### src/rtl/mem_stage_if.sv
// Handshake and bus bundle around the memory-access stage.
//   master : the pipeline around the stage (execute side, write-back, SRAM, decode)
//   slave  : mem_stage itself
// Signals:
//   exe_to_mem_valid / exe_to_mem_bus / mem_allowin : execute -> mem handshake
//   mem_to_wb_valid / mem_to_wb_bus / wb_allowin    : mem -> write-back handshake
//   data_sram_rdata                                 : SRAM read word, one cycle after the address
//   gr_we_mem / dest_mem / forward_data_mem         : bypass info for decode
// Valid/ready: a transfer happens on a rising edge where valid and the
// receiver's allowin are both 1; the sender holds valid and bus stable until then.
interface mem_stage_if;
  logic        exe_to_mem_valid;
  logic [77:0] exe_to_mem_bus;
  logic        mem_allowin;
  logic        wb_allowin;
  logic        mem_to_wb_valid;
  logic [69:0] mem_to_wb_bus;
  logic [31:0] data_sram_rdata;
  logic        gr_we_mem;
  logic [4:0]  dest_mem;
  logic [31:0] forward_data_mem;

  modport master (
    output exe_to_mem_valid, exe_to_mem_bus, wb_allowin, data_sram_rdata,
    input  mem_allowin, mem_to_wb_valid, mem_to_wb_bus,
           gr_we_mem, dest_mem, forward_data_mem
  );

  modport slave (
    input  exe_to_mem_valid, exe_to_mem_bus, wb_allowin, data_sram_rdata,
    output mem_allowin, mem_to_wb_valid, mem_to_wb_bus,
           gr_we_mem, dest_mem, forward_data_mem
  );
endinterface

### src/rtl/mem_stage.sv
// Memory-access stage: latches the execute-to-memory bus, captures the
// synchronous data-SRAM read word, holds it across write-back stalls,
// extracts/extends load results and forwards the final value to decode.
// Ports:
//   clk, reset    : clock, synchronous active-high reset
//   io            : mem_stage_if.slave bundle (handshakes, buses, SRAM data, bypass)
//   rd_state_o    : debug view of the read-word state (EMPTY/FRESH/HELD)
module mem_stage (
  input  logic        clk,
  input  logic        reset,
  mem_stage_if.slave  io,
  output logic [1:0]  rd_state_o
);

  localparam int EXE_TO_MEM_BUS_WD = 78;

  // EMPTY: no load in stage; FRESH: load's first cycle, word is on the SRAM
  // port; HELD: load stalled past its first cycle, word lives in rdata_buf_q.
  typedef enum logic [1:0] {
    ST_EMPTY = 2'd0,
    ST_FRESH = 2'd1,
    ST_HELD  = 2'd2
  } rd_state_e;

  rd_state_e                    state_q;
  logic                         mem_valid_q;
  logic [EXE_TO_MEM_BUS_WD-1:0] bus_reg_q;
  logic [31:0]                  rdata_buf_q;

  logic accept;
  logic mem_allowin;

  assign mem_allowin = !mem_valid_q || io.wb_allowin;
  assign accept      = io.exe_to_mem_valid && mem_allowin;

  always_ff @(posedge clk) begin
    if (reset) begin
      mem_valid_q <= 1'b0;
      state_q     <= ST_EMPTY;
      rdata_buf_q <= 32'd0;
      bus_reg_q   <= '0;
    end else begin
      if (mem_allowin) begin
        mem_valid_q <= io.exe_to_mem_valid;
      end
      if (accept) begin
        bus_reg_q <= io.exe_to_mem_bus;
        state_q   <= io.exe_to_mem_bus[70] ? ST_FRESH : ST_EMPTY;
      end else if (state_q == ST_FRESH) begin
        // The SRAM word is only valid this one cycle; keep it for the stall.
        state_q     <= ST_HELD;
        rdata_buf_q <= io.data_sram_rdata;
      end
    end
  end

  // Field decode
  logic        ld_b, ld_bu, ld_h, ld_hu, ld_w;
  logic        load_op, gr_we;
  logic [4:0]  dest;
  logic [31:0] alu_result, pc;

  assign ld_b       = bus_reg_q[77];
  assign ld_bu      = bus_reg_q[76];
  assign ld_h       = bus_reg_q[75];
  assign ld_hu      = bus_reg_q[74];
  assign ld_w       = bus_reg_q[73];
  assign load_op    = bus_reg_q[70];
  assign gr_we      = bus_reg_q[69];
  assign dest       = bus_reg_q[68:64];
  assign alu_result = bus_reg_q[63:32];
  assign pc         = bus_reg_q[31:0];

  // signed_option and lu12i_w travel with the bus but have no role here.
  logic unused_fields;
  assign unused_fields = ^{bus_reg_q[72], bus_reg_q[71]};

  logic [31:0] raw_word;
  logic [7:0]  byte_lane;
  logic [15:0] half_lane;
  logic [31:0] load_data;
  logic [31:0] final_result;

  assign raw_word = (state_q == ST_FRESH) ? io.data_sram_rdata : rdata_buf_q;

  always_comb begin
    byte_lane = raw_word[7:0];
    case (alu_result[1:0])
      2'd0: byte_lane = raw_word[7:0];
      2'd1: byte_lane = raw_word[15:8];
      2'd2: byte_lane = raw_word[23:16];
      2'd3: byte_lane = raw_word[31:24];
      default: byte_lane = raw_word[7:0];
    endcase
  end

  // Halfword address bit 0 is ignored.
  assign half_lane = alu_result[1] ? raw_word[31:16] : raw_word[15:0];

  always_comb begin
    load_data = raw_word;
    if (ld_b)       load_data = {{24{byte_lane[7]}}, byte_lane};
    else if (ld_bu) load_data = {24'd0, byte_lane};
    else if (ld_h)  load_data = {{16{half_lane[15]}}, half_lane};
    else if (ld_hu) load_data = {16'd0, half_lane};
    else if (ld_w)  load_data = raw_word;
  end

  assign final_result = load_op ? load_data : alu_result;

  assign io.mem_allowin      = mem_allowin;
  assign io.mem_to_wb_valid  = mem_valid_q;
  assign io.mem_to_wb_bus    = {gr_we, dest, final_result, pc};
  assign io.gr_we_mem        = mem_valid_q ? gr_we : 1'b0;
  assign io.dest_mem         = mem_valid_q ? dest : 5'd0;
  assign io.forward_data_mem = mem_valid_q ? final_result : 32'd0;
  assign rd_state_o          = state_q;

endmodule
### src/flat_wrapper.sv
// flat-port wrapper written by rule: the top's interface ports become plain ports
module mem_stage_flat 
  (clk, reset, rd_state_o, io_exe_to_mem_valid, io_exe_to_mem_bus, io_wb_allowin, io_data_sram_rdata, io_mem_allowin, io_mem_to_wb_valid, io_mem_to_wb_bus, io_gr_we_mem, io_dest_mem, io_forward_data_mem);
  mem_stage_if io_i ();
  input  logic clk;
  input  logic reset;
  output logic [1:0] rd_state_o;
  input wire logic [$bits(io_i.exe_to_mem_valid)-1:0] io_exe_to_mem_valid;
  input wire logic [$bits(io_i.exe_to_mem_bus)-1:0] io_exe_to_mem_bus;
  input wire logic [$bits(io_i.wb_allowin)-1:0] io_wb_allowin;
  input wire logic [$bits(io_i.data_sram_rdata)-1:0] io_data_sram_rdata;
  output wire logic [$bits(io_i.mem_allowin)-1:0] io_mem_allowin;
  output wire logic [$bits(io_i.mem_to_wb_valid)-1:0] io_mem_to_wb_valid;
  output wire logic [$bits(io_i.mem_to_wb_bus)-1:0] io_mem_to_wb_bus;
  output wire logic [$bits(io_i.gr_we_mem)-1:0] io_gr_we_mem;
  output wire logic [$bits(io_i.dest_mem)-1:0] io_dest_mem;
  output wire logic [$bits(io_i.forward_data_mem)-1:0] io_forward_data_mem;
  assign io_i.exe_to_mem_valid = io_exe_to_mem_valid;
  assign io_i.exe_to_mem_bus = io_exe_to_mem_bus;
  assign io_i.wb_allowin = io_wb_allowin;
  assign io_i.data_sram_rdata = io_data_sram_rdata;
  assign io_mem_allowin = io_i.mem_allowin;
  assign io_mem_to_wb_valid = io_i.mem_to_wb_valid;
  assign io_mem_to_wb_bus = io_i.mem_to_wb_bus;
  assign io_gr_we_mem = io_i.gr_we_mem;
  assign io_dest_mem = io_i.dest_mem;
  assign io_forward_data_mem = io_i.forward_data_mem;
  mem_stage u_core (.clk(clk), .reset(reset), .io(io_i), .rd_state_o(rd_state_o));
endmodule
### config.mk
export PLATFORM = sky130hd
export DESIGN_NAME = mem_stage_flat
export DESIGN_NICKNAME = d
export VERILOG_FILES = /design/src/rtl/mem_stage_if.sv /design/src/rtl/mem_stage.sv /design/src/flat_wrapper.sv
export SDC_FILE = /design/constraint.sdc
export NUM_CORES = 1
export LEC_CHECK = 0
export BUFFER_PORTS_ARGS = -buffer_cell sky130_fd_sc_hd__buf_4
export CORE_MARGIN = 1
export CORE_UTILIZATION = 42
export CTS_BUF_LIST = sky130_fd_sc_hd__clkbuf_8
export DETAILED_ROUTE_END_ITERATION = 16
export MAX_ROUTING_LAYER = met4
export PLACE_DENSITY = 0.72
export SYNTH_ARGS = -nofsm -noshare
export SYNTH_HDL_FRONTEND = slang
export SYNTH_SLANG_ARGS = --single-unit
### constraint.sdc
create_clock -name clk -period 1.8 [get_ports clk]
set_input_delay 0.09 -clock clk [delete_from_list [all_inputs] [get_ports clk]]
set_output_delay 0.09 -clock clk [all_outputs]
set_load 0.005 [all_outputs]
---- After elaboration in Yosys (flattened, before gate mapping) ----
Index checks and enable logic that the tools add are counted.
cells by class
  equality and inequality tests ........... 4
  muxes and demuxes ....................... 14
  reductions and logical operators ........ 5
operator list
  operator                                                               number
  32-bit 2-to-1 mux                                                      7
  8-bit case mux with 4 select lines                                     1
  16-bit 2-to-1 mux                                                      1
  5-bit 2-to-1 mux                                                       1
  2-bit by 1-bit equality test with 1-bit output, second input constant  2
  2-bit equality test, second input constant                             2
  2-bit 2-to-1 mux                                                       2
  2-bit logical NOT                                                      1
  1-bit 2-to-1 mux                                                       2
  2-bit nonzero test                                                     1
  1-bit logical AND                                                      1
  1-bit logical NOT                                                      1
  1-bit logical OR                                                       1
storage, ports and cells
  register bits after elaboration ......... 113
  bits of input ports ..................... 114
  output and inout port bits .............. 112
  word-level logic and storage cells ...... 27

---- Depth between registers and ports, before layout ----
  word-level depth ........................ 9
  depth in mapped cells ................... 8

---- Worst setup path after synthesis ----
Ideal clock, no wire load.
  kind .................................... register to output
  start point ............................. register u_core.state_q[0] (netlist: u_core.rd_state_o[0])
  end point ............................... output io_forward_data_mem[0]
  data arrival time ....................... 1.822 ns
  data required time ...................... 1.710 ns
  slack ................................... -0.112 ns
  stages on the path, launching flop included .. 9
  path buffers ............................ 3
  cell sequence ........................... dfxtp_1 nor2b_4 buf_12 buf_6 buf_4 mux2i_1 o32ai_1 a211o_1 and2_1
between the ends
  longest elaborated chain between the ends .. 9
RTL lines
  element                                           RTL line            RTL
  from (decl)                                       mem_stage.sv:25     rd_state_e state_q;
  from (signal assigned)                            mem_stage.sv:48     state_q <= io.exe_to_mem_bus[70] ? ST_FRESH : ST_EMPTY;
  2-bit by 1-bit equality test with 1-bit output *  mem_stage.sv:84     assign raw_word = (state_q == ST_FRESH) ? io.data_sram_rdata : rdata_buf_q;
  32-bit 2-to-1 mux *                               n/a
  16-bit 2-to-1 mux                                 mem_stage.sv:98     assign half_lane = alu_result[1] ? raw_word[31:16] : raw_word[15:0];
  32-bit 2-to-1 mux                                 mem_stage.sv:105    else if (ld_hu) load_data = {16'd0, half_lane};
  32-bit 2-to-1 mux                                 mem_stage.sv:104    else if (ld_h) load_data = {{16{half_lane[15]}}, half_lane};
  32-bit 2-to-1 mux                                 mem_stage.sv:103    else if (ld_bu) load_data = {24'd0, byte_lane};
  32-bit 2-to-1 mux *                               mem_stage.sv:102    if (ld_b) load_data = {{24{byte_lane[7]}}, byte_lane};
  32-bit 2-to-1 mux *                               mem_stage.sv:109    assign final_result = load_op ? load_data : alu_result;
  via io_mem_to_wb_bus[32]                          flat_wrapper.sv:14  output wire logic [$bits(io_i.mem_to_wb_bus)-1:0] io_mem_to_wb_bus;
  32-bit 2-to-1 mux *                               mem_stage.sv:116    assign io.forward_data_mem = mem_valid_q ? final_result : 32'd0;
  to (decl)                                         flat_wrapper.sv:17  output wire logic [$bits(io_i.forward_data_mem)-1:0] io_forward_data_mem;
Mark *: on every way through the listed nets, which the timed path passes. The rest lies on a longest branch.

---- Final worst setup path ----
  start point ............................. register u_core.state_q[0] (netlist: u_core.rd_state_o[0])
  end point ............................... output io_forward_data_mem[23]
between the ends
  longest elaborated chain between the ends .. 8
RTL lines
  element                                                        RTL line
  2-bit by 1-bit equality test with 1-bit output *               mem_stage.sv:84
  32-bit 2-to-1 mux *                                            n/a
  32-bit 2-to-1 mux / 16-bit 2-to-1 mux (equally long branches)  mem_stage.sv:105, mem_stage.sv:98
  32-bit 2-to-1 mux                                              mem_stage.sv:104
  32-bit 2-to-1 mux                                              mem_stage.sv:103
  32-bit 2-to-1 mux *                                            mem_stage.sv:102
  32-bit 2-to-1 mux *                                            mem_stage.sv:109
  32-bit 2-to-1 mux *                                            mem_stage.sv:116
Every way passes the cells marked *; elsewhere a longest branch is shown, timed or not.

==> results.py <==
metrics = {
    "synthesis": {
        "async_flop_share_pct": 0,
        "syn_nets": 881,
        "synthCells": 767,
        "yosys.area_share.simple_pct": 21.4,
        "ys_types": 46,
        "yosys-mux-area-fraction_pct": 7.81,
        "synthXorXnorAreaFrac_pct": 0,
        "avgSynthCellArea_um2": 7.52,
        "synth_fa_ha_area_share_pct": 0,
        "yosysSeqAreaShare_pct": 38.2,
        "ys_ff_latch": 110,
        "synth-compound-area-share_pct": 22.2,
        "synth_top_family_by_area": "compound AO/OA/AOI/OAI gates",
        "yosys_warnings": 0,
        "synth-edff-count": 0,
        "synth_area_um2": 5770,
        "synth_top_flop_cell": "dfxtp_1",
    },
    "critical_path": {
        "rr_worst_depth": 7,
        "startpoint": "u_core.rd_state_o[0]",
        "cp-start-kind": "register",
        "crit_fanout": 16,
        "endpoint_kind": "primary output",
        "worstSetupPathType": "reg -> out",
        "rr_startpoint": "u_core.rd_state_o[0]",
        "critPathRequiredTime_ns": 1.71,
        "arrival_ns": 2.41,
    },
    "route": {
        "finalWirelength_mm": 21.2,
        "routed-via-count": 6568,
        "antenna_left": 0,
        "drt-wirelength-per-cell_um": 16.8,
        "drc": 0,
        "drt-vias-per-instance": 5.22,
        "drt-initial-drc-count": 519,
        "drt_first_pass_iters": 5,
    },
    "sta": {
        "fmax_ghz": 0.400,
        "hold_viol_final": 0,
        "timing.setup.tns_ns": -39.28,
        "finalClockSkew_ns": 0.00969,
        "relSlewSlack_pct": 70.6,
        "setup_viol": 64,
        "maxSlewViolCount": 0,
        "holdWs_ns": 0.110,
        "setup_ws_ns": -0.700,
        "rsz0062_at_grt": "yes",
        "tightest_slew_ns": 0.441,
        "post-route-period-util_pct": 139,
        "timing.final.crit_period_ns": 2.50,
    },
    "placement": {
        "io_buffers": 222,
        "dpl-instance-area_um2": 7860,
        "gp_congestion": 0.904,
        "dp_hpwl_mm": 14.2,
        "post-place-ws_ns": -0.268,
        "place_inst": 1148,
    },
    "finish": {
        "fin_util_pct": 70.2,
        "drive_gt1_share_pct": 36.5,
        "nNetsFinal": 1192,
        "n_fill_cell": 1063,
        "postLayoutCellArea_um2": 9330,
        "multiInputGateArea_um2": 3300,
        "stdcell_count": 1259,
        "antenna_cells": 0,
        "mostFrequentLayoutCells": "buf_4, nand2_1, a21oi_1",
        "layout_commonest_cell": "buf_4",
        "synthToLayoutAreaGrowth_pct": 61.8,
        "seq_area_um2": 2210,
    },
    "global_routing": {
        "track_usage_pct": 30.0,
        "grt_pass1_vias": 6246,
        "grt_max_degree": 42,
        "grt_pass1_wl_mm": 32.3,
        "overflow": 0,
        "antenna_found_initial": 0,
    },
    "power_and_ir_drop": {
        "design_power_total_mw": 5.89,
        "ir_worst_vdd_mv": 0.570,
        "p_per_area_nw_per_um2": 631,
        "power_leakage_nw": 3.94,
    },
    "floorplan": {
        "ios": 226,
        "dieWidth_um": 119,
        "initial_core_util_pct": 43.4,
        "dieHeight_um": 119,
        "num_rows": 42,
        "die_area_um2": 14200,
        "fp.coreArea_um2": 13300,
    },
    "cts": {
        "clk_path_buf_depth": 2,
        "clock-sinks": 110,
        "h-tree-depth": 3,
        "path_clk_slew_ns": 0.10,
        "cts_root_buffer": "clkbuf_8",
        "tritoncts": "done",
        "numCtsBuffers": 9,
        "worstSkewPairLatency_ns": 0.40,
    },
    "hold_path": {
        "hp-class": "in -> reg",
        "worstHoldStart": "io_data_sram_rdata[30]",
        "worstHoldPathCells": 3,
    },
    "status": {
        "violations": "negative setup slack",
        "status": "complete, but fails checks",
    },
    "job": {
        "drv_cap": 0,
    },
}
[logic make-up (layout without fill, tap and decap cells)]
family,after synthesis,after routing
AO/OA/AOI/OAI,217,217
multiplexers,40,40
flip-flops,110,110
AND/OR/NAND/NOR,294,294
buffers and inverters,106,422
[critical path, cell delays in order (launching register included)]
cell and delay (ns):
dfxtp_2 0.34, nor2b_4 0.16, buf_4 0.14, buf_16 0.13, mux2i_4 0.27, a31oi_4 0.13, a211oi_4 0.29, buf_12 0.17
buf_12 0.16, a21oi_1 0.08, buf_4 0.14
[repair_timing]
action | in CTS | in global routing
setup endpoints to repair | 64 | 64
pin swaps | 6 | 6
setup buffers | 5 | 1
gates resized for setup | 25 | 35
hold endpoints to repair | 88 | 0
hold buffers | 87 | 0
gates cloned | 2 | 1
[state kept, by name (all words and copies together), names as in the netlist]
name,count
u_core.bus_reg_q,75
u_core.rdata_buf_q,32
u_core.rd_state_o,2
u_core.io.mem_to_wb_valid,1
[final timing paths]
kind / end / slack (ns)
max reg2reg: u_core.rdata_buf_q[7] / 0.18
min: u_core.rdata_buf_q[30] / 0.11
max: io_forward_data_mem[23] / -0.70
min reg2reg: u_core.bus_reg_q[37] / 0.46
[synthesized netlist by cell type, types with 2 or more instances]
cell,count,area (um2)
nand2_1,184,691
a21oi_1,132,661
dfxtp_1,110,2200
nor2_1,60,225
clkbuf_1,43,161
buf_4,39,293
mux2i_1,29,290
o21ai_0,27,135
a211oi_1,18,135
and2_1,18,113
nand2b_1,11,68.8
inv_1,9,33.8
o22ai_1,8,50.1
mux2_2,7,78.8
buf_1,6,22.5
nor2b_1,6,37.5
a21oi_2,5,43.8
a221oi_1,5,43.8
buf_6,5,56.3
nor3_1,5,25.0
a2bb2oi_2,3,45.0
mux4_2,3,67.6
or2b_1,3,22.5
a222oi_1,2,20.0
a22o_1,2,17.5
a31oi_1,2,12.5
buf_2,2,10.0
nand3_1,2,10.0
o22a_1,2,17.5
o2bb2ai_1,2,17.5
o32ai_1,2,17.5
[where the power goes]
group	switching, mW	internal, mW	leakage [nW]	total [mW]
combinational	0.832	0.957	2.94	1.79
sequential	0.108	2.58	0.906	2.69
clock	0.900	0.509	0.0928	1.41
[metal layers]
metal / GRT usage (%) / wire (um) / vias up
met4: 9.26 / 505 / 0
met1: 36.2 / 8740 / 3068
met3: 5.94 / 1290 / 44
li1: - / - / 3192
met2: 50.3 / 10600 / 264
met5: - / 0 / -
[cell type report]
class	count	area share [%]
inverter	10	0.402
multi-input combinational	551	35.3
sequential	110	23.7
timing repair buffer	396	36.4
clock buffer	9	1.33
tap	176	2.36
clock inverter	7	0.536
Note: power is estimated with default switching activity, not from simulation.
